File: src/rtl/uart_pkg.sv
// Shared types and constants for the UART receive sampler.
// The PARITY state exists only when UART_RX_PARITY_EN is defined.
package uart_pkg;

    localparam int unsigned DATA_W     = 8;
    localparam int unsigned MIN_PERIOD = 4;
    localparam int unsigned IDX_W      = $clog2(DATA_W);

    typedef enum logic [2:0] {
        IDLE,
        START,
        DATA,
`ifdef UART_RX_PARITY_EN
        PARITY,
`endif
        STOP
    } state_e;

    // Clamp very short periods so the half-bit preload and the reload never collapse to zero.
    function automatic logic [31:0] eff_period(input logic [31:0] period);
        return (period < 32'(MIN_PERIOD)) ? 32'(MIN_PERIOD) : period;
    endfunction

endpackage

File: src/rtl/sync_ff.sv
// Multi-flop synchroniser for an asynchronous single-bit input.
// Flops reset to RESET_VAL so an idle-high line never shows a false edge at reset release.
module sync_ff #(
    parameter int unsigned STAGES    = 2,
    parameter logic        RESET_VAL = 1'b1
) (
    input  logic clk_i,
    input  logic arst_ni,
    input  logic d_i,
    output logic q_o
);

    localparam int unsigned N = (STAGES < 2) ? 2 : STAGES;

    logic [N-1:0] sync_q;

    always_ff @(posedge clk_i or negedge arst_ni) begin
        if (!arst_ni) begin
            sync_q <= {N{RESET_VAL}};
        end else begin
            sync_q <= {sync_q[N-2:0], d_i};
        end
    end

    assign q_o = sync_q[N-1];

endmodule

File: src/rtl/uart_rx_sampler.sv
// UART receiver: mid-bit sampling FSM with a one-byte valid/ready output buffer.
// Define UART_RX_PARITY_EN for 8E1 frames with a parity_err_o pulse; default is 8N1.
module uart_rx_sampler
    import uart_pkg::*;
#(
    parameter int unsigned SYNC_STAGES = 2
) (
    input  logic              clk_i,
    input  logic              arst_ni,
    input  logic              rx_i,
    input  logic [31:0]       bit_period_i,
    output logic [DATA_W-1:0] data_o,
    output logic              valid_o,
    input  logic              ready_i,
    output logic              frame_err_o,
    output logic              overrun_o,
`ifdef UART_RX_PARITY_EN
    output logic              parity_err_o,
`endif
    output logic              busy_o
);

    logic rxs;

    sync_ff #(
        .STAGES    (SYNC_STAGES),
        .RESET_VAL (1'b1)
    ) u_sync (
        .clk_i   (clk_i),
        .arst_ni (arst_ni),
        .d_i     (rx_i),
        .q_o     (rxs)
    );

    state_e              state_q, state_d;
    logic [31:0]         cnt_q, cnt_d;
    logic [31:0]         period_q, period_d;
    logic [DATA_W-1:0]   shift_q, shift_d;
    logic [IDX_W-1:0]    bit_idx_q, bit_idx_d;
    logic                expiry;
    logic                stop_good;
    logic                stop_bad;

    logic [DATA_W-1:0]   data_q;
    logic                valid_q;
    logic                frame_err_q;
    logic                overrun_q;

`ifdef UART_RX_PARITY_EN
    logic                par_bad_q, par_bad_d;
    logic                par_fail;
    logic                parity_err_q;
`endif

    assign expiry = (cnt_q == 32'd0);

    // NOTE: every always_comb output gets a default first so no path can infer a latch.
    always_comb begin
        state_d   = state_q;
        cnt_d     = cnt_q;
        period_d  = period_q;
        shift_d   = shift_q;
        bit_idx_d = bit_idx_q;
        stop_good = 1'b0;
        stop_bad  = 1'b0;
`ifdef UART_RX_PARITY_EN
        par_bad_d = par_bad_q;
        par_fail  = 1'b0;
`endif

        if (state_q != IDLE) begin
            cnt_d = expiry ? (period_q - 32'd1) : (cnt_q - 32'd1);
        end

        unique case (state_q)
            IDLE: begin
                if (!rxs) begin
                    period_d = eff_period(bit_period_i);
                    cnt_d    = eff_period(bit_period_i) >> 1;
                    state_d  = START;
                end
            end
            START: begin
                bit_idx_d = '0;
`ifdef UART_RX_PARITY_EN
                par_bad_d = 1'b0;
`endif
                if (expiry) begin
                    state_d = rxs ? IDLE : DATA;
                end
            end
            DATA: begin
                if (expiry) begin
                    shift_d   = {rxs, shift_q[DATA_W-1:1]};
                    bit_idx_d = bit_idx_q + 1'b1;
                    if (bit_idx_q == IDX_W'(DATA_W - 1)) begin
`ifdef UART_RX_PARITY_EN
                        state_d = PARITY;
`else
                        state_d = STOP;
`endif
                    end
                end
            end
`ifdef UART_RX_PARITY_EN
            PARITY: begin
                if (expiry) begin
                    par_fail  = (^shift_q) != rxs;
                    par_bad_d = par_fail;
                    state_d   = STOP;
                end
            end
`endif
            STOP: begin
                if (expiry) begin
`ifdef UART_RX_PARITY_EN
                    stop_good = rxs && !par_bad_q;
`else
                    stop_good = rxs;
`endif
                    stop_bad  = !rxs;
                    state_d   = IDLE;
                end
            end
            default: state_d = IDLE;
        endcase
    end

    // NOTE: sequential state uses non-blocking assignments so every flop samples pre-edge values.
    always_ff @(posedge clk_i or negedge arst_ni) begin
        if (!arst_ni) begin
            state_q   <= IDLE;
            cnt_q     <= '0;
            period_q  <= 32'(MIN_PERIOD);
            shift_q   <= '0;
            bit_idx_q <= '0;
`ifdef UART_RX_PARITY_EN
            par_bad_q <= 1'b0;
`endif
        end else begin
            state_q   <= state_d;
            cnt_q     <= cnt_d;
            period_q  <= period_d;
            shift_q   <= shift_d;
            bit_idx_q <= bit_idx_d;
`ifdef UART_RX_PARITY_EN
            par_bad_q <= par_bad_d;
`endif
        end
    end

    // A delivery into a full buffer is dropped unless the consumer drains it on the same edge.
    always_ff @(posedge clk_i or negedge arst_ni) begin
        if (!arst_ni) begin
            data_q      <= '0;
            valid_q     <= 1'b0;
            frame_err_q <= 1'b0;
            overrun_q   <= 1'b0;
        end else begin
            frame_err_q <= stop_bad;
            overrun_q   <= 1'b0;
            if (stop_good) begin
                if (!valid_q || ready_i) begin
                    data_q  <= shift_q;
                    valid_q <= 1'b1;
                end else begin
                    overrun_q <= 1'b1;
                end
            end else if (valid_q && ready_i) begin
                valid_q <= 1'b0;
            end
        end
    end

`ifdef UART_RX_PARITY_EN
    always_ff @(posedge clk_i or negedge arst_ni) begin
        if (!arst_ni) begin
            parity_err_q <= 1'b0;
        end else begin
            parity_err_q <= par_fail;
        end
    end

    assign parity_err_o = parity_err_q;
`endif

    assign data_o      = data_q;
    assign valid_o     = valid_q;
    assign frame_err_o = frame_err_q;
    assign overrun_o   = overrun_q;
    assign busy_o      = (state_q != IDLE);

endmodule

File: config.mk
export PLATFORM = sky130hd
export DESIGN_NAME = uart_rx_sampler
export DESIGN_NICKNAME = d
export VERILOG_FILES = /design/src/rtl/uart_pkg.sv /design/src/rtl/sync_ff.sv /design/src/rtl/uart_rx_sampler.sv
export SDC_FILE = /design/constraint.sdc
export NUM_CORES = 1
export LEC_CHECK = 0
export ABC_AREA = 1
export CAP_MARGIN = 15
export CORE_MARGIN = 1.5
export CORE_UTILIZATION = 35
export DETAILED_ROUTE_END_ITERATION = 8
export GPL_ROUTABILITY_DRIVEN = 1
export PLACE_DENSITY = 0.65
export RECOVER_POWER = 50
export SLEW_MARGIN = 40
export SYNTH_ARGS = -nofsm -noshare
export SYNTH_HDL_FRONTEND = slang
export SYNTH_SLANG_ARGS = --single-unit
File: constraint.sdc
create_clock -name clk_i -period 3.1 [get_ports clk_i]
set_input_delay 0.93 -clock clk_i [delete_from_list [all_inputs] [get_ports clk_i]]
set_output_delay 0.93 -clock clk_i [all_outputs]
set_load 0.1 [all_outputs]
==> reports/metrics.yaml <==
comb_power_share_pct: 34.7
gr-usage-met3_pct: 3.543
final_cell_area_um2: 6300
firstDrtPassIters: 5
layout_common_cells: "nand2_1, inv_1, o21ai_0, dfrtp_1, nor2_1"
cts_tree: "yes"
ys.flop_type: "dfrtp_1"
post_cts_buffers: 0
synth-edff-count: 0
r2r_cells: 15
yosys-top-cells-area: "dfrtp_1, nand2_1, o21ai_0"
cts_sinks: 90
slew_viol_final: 29
nNetsFinal: 849
globalplace.congestion: 0.9190
setup_tns_ns: 0
area.growth.synth_to_final_pct: 17.81
p_leak_nw: 2.987
multiInputGateArea_um2: 2571
crit_cells: 15
finalHoldViolations: 0
cap_viol_max_count: 1
crit_type: "reg2reg"
critPathLaunch: "cnt_q[12]"
end_kind: "register"
die_y_um: 126.6
grt_util_all_layers_pct: 18.75
setup_viol: 0
ir_drop_mv: 0.3082
fin_ws_ns: 0.4451
cpMaxStageDelayCell: "dfrtp_1"
diodes: 0
stdcell_count: 999
r2r_setup_slack_ns: 0.45
rows: 44
grt_pass1_wl_um: 23760
p_sw_w: 0.001787
crit_required_ns: 3.35
ioPinCount: 48
crit_family: "simple AND/OR/NAND/NOR gates"
numCtsBuffers: 9
final-seq-area_um2: 2256
route.vias.total: 4899
yosysUniqueCellTypes: 33
routedWlPerCell_um: 14.31
grt_pass1_vias: 4830
dp_hpwl_um: 10480
netlist_area_um2: 5348
start_kind: "register"
cts_buffer_depth: 2
synth_seq_cells: 90
met1_usage_pct: 25.74
relSlewSlack_pct: -4.259
final.setup_skew_ns: 0.009593
crit_chain: "nor2_1, nand2_1, nor2_1, nand2_1, buf_4, o21ai_0, nand2_4, ha_1, nand3_1, nor2_1, nand3_2, nor2_2, nand3_1, nand3_1, nand2_1"
die_area_um2: 16030
yosysTopAreaCell: "dfrtp_1"
syn_area_per_cell_um2: 7.036
use_met2_pct: 29.83
cts_hold_buf: 0
gr-total-overflow: 0
p_sw_share_pct: 40.29
synth-seq-area-share_pct: 42.19
postPlaceCellArea_um2: 6035
die_x_um: 126.6
seqPwrFrac_pct: 40.5
r2r_start: "cnt_q[12]"
cts_root_buf: "clkbuf_16"
synth_top_area_share_pct: 40.71
fmax_ghz: 0.3767
clk_pin_slew_ns: 0.07
pwr_density_cell_nw_per_um2: 704.1
outcome: "complete, but fails checks"
critPathMaxStageDelay_ns: 0.39
worstPathMaxFanout: 18
h-tree-depth: 3
internal_power_w: 0.002648
place_ws_ns: 0.3691
regToRegEndpoint: "cnt_q[28]"
fill_cells: 1508
min_period_ns: 2.655
cp.arrival_ns: 2.90
initial_core_util_pct: 36.38
rsz0062_at_grt: "no"
core_region_area_um2: 14700
port-buffer-count: 47
clock_latency_ns: 0.36
endpoint: "cnt_q[28]"
hp-class: "reg2reg"
failed_checks: "capacitance limit, slew limit"
hold_ws_ns: 0.3558
worstMarginPinSlew_ns: 1.564
ys_async_sr_fraction_pct: 100.0
antenna_found_initial: 0
netlist_instances: 760
grt_max_degree: 42
post_cts_resized: 0
ant_nets: 0
wl_um: 14300
drc: 0
synthesis.nets: 799
post-route-period-util_pct: 85.64
drt_iter0_drc: 343
final_common_cell: "nand2_1"
yosys_warnings: 0
cp.buffers_inverters: 1
dpl.cell_count: 983
viasPerCell: 4.904
drive_gt1_share_pct: 10.80
grt_busiest_layer: "met2"
clkPwrFrac_pct: 24.8
## per-stage QoR
step	util (%)	total power [W]
3_3_place_gp	41.05	0.003324
4_1_cts	43.04	0.004479
2_1_floorplan	-	0.002930
5_1_grt	42.86	0.004806
6_report	42.86	0.004436
3_5_place_dp	41.05	0.003353
## how the worst min path moves through the flow
| stage | startpoint | endpoint | slack (ns) | cells after the start |
|---|---|---|---|---|
| floorplan | u_sync.sync_q[0] | u_sync.sync_q[1] | 0.35 | 0 |
| global placement | u_sync.sync_q[0] | u_sync.sync_q[1] | 0.35 | 0 |
| detailed placement | u_sync.sync_q[0] | u_sync.sync_q[1] | 0.35 | 0 |
| CTS | u_sync.sync_q[0] | u_sync.sync_q[1] | 0.36 | 0 |
| global route | u_sync.sync_q[0] | u_sync.sync_q[1] | 0.36 | 0 |
| finish | u_sync.sync_q[0] | u_sync.sync_q[1] | 0.36 | 0 |
## power by group through the flow
stage                     sequential [W]  clock (W)  combinational [W]
after floorplan                  0.00174          0            0.00119
after global placement           0.00180          0            0.00152
after detailed placement         0.00181          0            0.00154
after CTS                        0.00179    0.00113            0.00155
after global routing             0.00184    0.00118            0.00178
final                            0.00180    0.00110            0.00154
## routing by layer
metal	up-vias	part of all wire (%)
li1	2496	-
met1	2245	47
met2	139	45
met3	19	5.4
met4	0	1.7
met5	-	0
## logic make-up after synthesis
kind of cell,share of synthesized area (%)
buffers and inverters,9.827
xor gates and xnor gates,0.3276
and+or+nand+nor,34.86
DFF,42.19
AOI/OAI and AO/OA,12.10
adders and majority gates,0.7020
## cell type report
type	instances	area share (%)
clock buffer	9	3.575
clock inverter	7	1.053
inverter	101	6.018
multi-input combinational	545	40.81
sequential	90	35.81
tap	184	3.654
timing repair buffer	63	9.076
## cell usage after synthesis (8+ instances only)
master and count:
nand2_1 247, inv_1 101, o21ai_0 89, dfrtp_1 87, nor2_1 67, nand3_1 44
a21oi_1 16, clkbuf_1 16, nand2_2 14, nor2_2 9, nor2_4 8, nor4_1 8
## registers in the layout (all words and copies together), names as in the netlist
signal,flops
cnt_q,32
state_q,2
u_sync.sync_q,2
bit_idx_q,3
period_q,32
data_o,8
overrun_o,1
shift_q,8
frame_err_o,1
valid_o,1
Note: power is estimated with default switching activity, not from simulation.
==> variant 1: new RTL, same flow settings <==
`DATA_W`: 8 -> 32.
--- a/src/rtl/uart_pkg.sv
+++ b/src/rtl/uart_pkg.sv
@@ -2,7 +2,7 @@
 // The PARITY state exists only when UART_RX_PARITY_EN is defined.
 package uart_pkg;
 
-    localparam int unsigned DATA_W     = 8;
+    localparam int unsigned DATA_W     = 32;
     localparam int unsigned MIN_PERIOD = 4;
     localparam int unsigned IDX_W      = $clog2(DATA_W);
 
Interface: changed (resized data_o); port bits go from 48 to 72. No check against the original RTL was run, so the function may have changed too.
==> variant 1 against the original RTL <==
- the run still ends with capacitance limit, slew limit left
- final area up 38%
- first-iteration DRC count up 45%
- non-clock buffer count rose by 25
- setup slack got worse by 0.20 ns
- area after synthesis grew 34%
- clock skew up 0.00088 ns
- wire length rose by 28%
- sequential cell count increased by 50
- utilization grew 0.16 points
- sequential share of layout area increased by 4.6 points
- total power rose by 5.8%
- die area is 33% higher
- critical path depth decreased by 11
- critical path type is now reg2out
- critical endpoint is now busy_o
- largest power group is now the clock network
==> variant 1: results <==
group,metric,value,unit
global_route,gr-usage-all-layers,18.29,%
drt,detailroute.via_count,6195,
critical_path,crit_fanout,36,
finish,n_fill_cell,2051,
global_route,grt_first_pass_wirelength,31.21,mm
logic_synthesis,part_of_the_yosys_area_used_for_sequential_elements,48.94,%
critical_path,cp_slowest_cell,"dfrtp_1",
logic_synthesis,synthesis.area_per_instance,7.567,µm²
clocking,htree_levels,4,
run_status,outcome,"finished, violations left",
pwr,p_leak,4.035,nW
clocking,numCtsBuffers,17,
logic_synthesis,synth.area.top_cells,"dfrtp_1, nand2_1, o21ai_0",
placed_design,gp_congestion,0.9085,
logic_synthesis,synthesis.nets,986,
finish,layout.nets,1060,
placed_design,placed_standard_cell_area,8144,µm²
global_route,grt_pass1_vias,6242,
critical_path,worst_path_largest_cell_delay,0.45,ns
finish,final_cells,1304,
run,maxCapViolations,1,
sta,slew_headroom,-50.58,%
drt,initialDrtViolationCount,497,
critical_path,critical_path_arrival,1.93,ns
finish,drive_gt1_share,11.61,%
clocking,clock_insertion_delay_worst_skew,0.43,ns
sta,timing_max_transition_violations_final,39,
run_status,violations,"capacitance limit, slew limit",
pwr,max-vdd-ir-drop,0.3547,mV
drt,drt-wirelength-per-cell,14.01,µm
placed_design,preCtsSetupSlack,0.3550,ns
pwr,total_switching_power,0.001343,W
placed_design,io_buffers,71,
logic_synthesis,post_synth_most_frequent_cells,"nand2_1, o21ai_0, dfrtp_1",
sta,skew,0.01047,ns
global_route,pin_count_of_the_biggest_net_entering_global_routing,65,
placed_design,detailed_place_hpwl,13.05,mm
logic_synthesis,yosysUniqueCellTypes,34,
variant 1: routing by layer:
metal,up-vias,GRT usage (%),wire [µm]
met4,0,5.606,274
li1,3142,-,-
met3,18,5.406,1219
met2,163,29.12,8348
met1,2872,24.12,8424
met5,-,0,0
variant 1: area by class of cell:
type	instances	area, µm²	area share, %
multi-input cells	650	3024	34.86
flip-flops and latches	140	3507	40.42
clock buffers	20	466.7	5.379
clock inverters	12	127.6	1.471
well taps	270	337.8	3.894
repair buffers	88	747.0	8.610
inverters	124	465.4	5.365
variant 1: critical path, delay by kind of cell, from the launching register on:
kind	cells	cell delay, ns
simple gates	1	0.37
flops	1	0.45
buf+inv	3	0.67
variant 1: power by group through the flow:
stage | sequential [W] | combinational [W] | clock, W
2_1_floorplan | 0.00201 | 0.000440 | 0
3_3_place_gp | 0.00203 | 0.000637 | 0
3_5_place_dp | 0.00203 | 0.000638 | 0
4_1_cts | 0.00200 | 0.000643 | 0.00210
5_1_grt | 0.00201 | 0.000731 | 0.00218
6_report | 0.00200 | 0.000642 | 0.00205
variant 1: cell families (layout without fill, tap and decap cells):
group	after synthesis	after routing	synth area share, %
xor gates and xnor gates	3	3	0.3668
DFF	140	140	48.94
buffers and inverters	157	244	8.958
and+or+nand+nor	473	473	28.74
AOI/OAI and AO/OA	170	170	12.31
adders and majority gates	3	3	0.5239
muxes	1	1	0.1571
variant 1: path summary, 6_finish.rpt:
path,start,endpoint,slack (ns),cells after the start
setup reg to reg,cnt_q[22],cnt_q[20],0.46,15
hold / removal,u_sync.sync_q[0],u_sync.sync_q[1],0.36,0
min in group asynchronous,arst_ni,cnt_q[3],1.18,1
hold reg to reg,u_sync.sync_q[0],u_sync.sync_q[1],0.36,0
setup / recovery,state_q[0],busy_o,0.24,4
max in group asynchronous,arst_ni,bit_idx_q[1],0.57,2
==> variant 2: new RTL, config.mk and constraints unchanged <==
Made on the original files. Put one more register stage on the output `overrun_o`, with the module's reset. The value now appears one clock later. The other outputs are not delayed to match.
--- a/src/rtl/uart_rx_sampler.sv
+++ b/src/rtl/uart_rx_sampler.sv
@@ -187,7 +187,13 @@
     assign data_o      = data_q;
     assign valid_o     = valid_q;
     assign frame_err_o = frame_err_q;
-    assign overrun_o   = overrun_q;
+    always_ff @(posedge clk_i or negedge arst_ni) begin
+        if (!arst_ni) begin
+            overrun_o <= '0;
+        end else begin
+            overrun_o <= overrun_q;
+        end
+    end
     assign busy_o      = (state_q != IDLE);
 
 endmodule
Behaviour: same outputs for any inputs over 10 cycles, from zero or initial values and one cycle with arst_ni low; that may be too few to reach the edited logic, so the function may still have changed.
==> variant 2 against the original RTL <==
- wire length up 1.1%
- sequential share of layout area down 0.13 points
- setup slack worse by 0.014 ns
- utilization down 0.50 points
- final area up 1.5%
- total power up 3.4%
- count of clock-buffer cells in the layout up 1
- sequential power about the same
- sequential cell count up 1
- area after synthesis up 0.44%
- clock power up 6%
- largest power group unchanged
==> variant 2: results <==
group,metric,value,unit
sta,worst-slew-pin-transition,1.343,ns
sta,hold_violations_final,0,
sta,worst_slack,0.4310,ns
global_route,grt_pass1_vias,4830,
clocking,cts.reportedPaths.clkPinSlew,0.07,ns
drt,detailroute.via_count,4947,
min_path,hold_path.class,"reg2reg",
placed_design,gp_congestion,0.8897,
clocking,post_cts_resize_count,0,
placed_design,preCtsSetupSlack,0.1406,ns
placed_design,io_buffers,47,
finish,layout.nets,855,
global_route,pin_count_of_the_biggest_net_entering_global_routing,54,
clocking,clock_insertion_delay_worst_skew,0.36,ns
logic_synthesis,post_synth_most_frequent_cells,"nand2_1, inv_1, dfrtp_1",
drt,initialDrtViolationCount,266,
logic_synthesis,part_of_the_yosys_area_used_for_sequential_elements,42.46,%
clocking,htree_levels,3,
logic_synthesis,synthesis.area_per_instance,7.096,µm²
placed_design,place_inst,993,
drt,firstDrtPassIters,5,
drt,route.detailed.drc,0,
pwr,max-vdd-ir-drop,0.2893,mV
clocking,clock_tree.root_cell,"clkbuf_16",
drt,drt-vias-per-instance,4.903,
pwr,p_leak,3.026,nW
clocking,cts_buffer_depth,2,
finish,drive_gt1_share,11.57,%
logic_synthesis,synthesis.nets,796,
drt,drt-wirelength-per-cell,14.33,µm
placed_design,detailed_place_hpwl,10.73,mm
critical_path,crit_fanout,11,
logic_synthesis,synthArstFlopShare,100.0,%
finish,antenna_cells,0,
clocking,numCtsBuffers,9,
placed_design,placed_standard_cell_area,6117,µm²
logic_synthesis,synth_warnings,0,
finish,biggestRegsByFlops,"cnt_q: 32 flops, period_q: 32 flops",
finish,n_fill_cell,1548,
critical_path,critical_path_arrival,1.74,ns
global_route,antenna_found_initial,1,
logic_synthesis,synth.area.top_cells,"dfrtp_1, nand2_1, o21ai_0",
sta,skew,0.007848,ns
global_route,gr-usage-all-layers,19.18,%
global_route,grt_first_pass_wirelength,24.04,mm
clocking,post_cts.repair.setup_buffers,0,
run_status,outcome,"complete, no violations",
logic_synthesis,yosysUniqueCellTypes,34,
-- variant 2: per-stage QoR --
step / util [%] / hold slack [ns]
finish: 42.36 / 0.3580
global placement: 40.54 / 0.3423
CTS: 42.58 / 0.3604
floorplan: - / 0.3312
detailed placement: 40.54 / 0.3436
global route: 42.36 / 0.3654
-- variant 2: cells by family after synthesis --
| group | Yosys count | synth area share [%] |
|---|---|---|
| mux | 1 | 0.2096 |
| compound gates | 121 | 11.90 |
| fa+ha+maj | 3 | 0.6989 |
| buf+inv | 124 | 9.737 |
| xor+xnor | 3 | 0.4893 |
| simple gates | 414 | 34.50 |
| flops | 91 | 42.46 |
-- variant 2: final cells by class --
| class | count | share of cell area (%) |
|---|---|---|
| multi-input cells | 542 | 40.28 |
| flip-flops and latches | 91 | 35.68 |
| repair buffers | 72 | 9.669 |
| inverters | 100 | 5.872 |
| well taps | 188 | 3.680 |
| clock buffers | 10 | 3.582 |
| clock inverters | 6 | 1.233 |
-- variant 2: metal layers --
metal	vias up	global-route usage, %	routed length, µm
met3	25	3.922	733
met2	112	30.15	6481
li1	2505	-	-
met5	-	0	10
met4	2	7.353	356
met1	2303	26.05	6873
-- variant 2: power by group --
| part | switching [W] | leakage, nW | internal [W] | total, W |
|---|---|---|---|---|
| clock | 0.000528 | 0.152 | 0.000646 | 0.00117 |
| combinational | 0.00105 | 1.76 | 0.000559 | 0.00161 |
| sequential | 0.000231 | 1.11 | 0.00157 | 0.00180 |
-- variant 2: worst paths after layout --
path                           endpoint  startpoint  cells after the start
min reg2reg                   overrun_o   overrun_q                      0
max reg2reg                   cnt_q[18]    cnt_q[0]                     15
max in group asynchronous  period_q[23]     arst_ni                      2
min in group asynchronous      cnt_q[2]     arst_ni                      1
max                              busy_o  state_q[0]                      4
min                           overrun_o   overrun_q                      0
-- variant 2: critical path: stages (launching register included) --
cell and delay [ns]:
dfrtp_1 0.43, nor2_1 0.06, buf_4 0.18, inv_1 0.45, buf_12 0.25
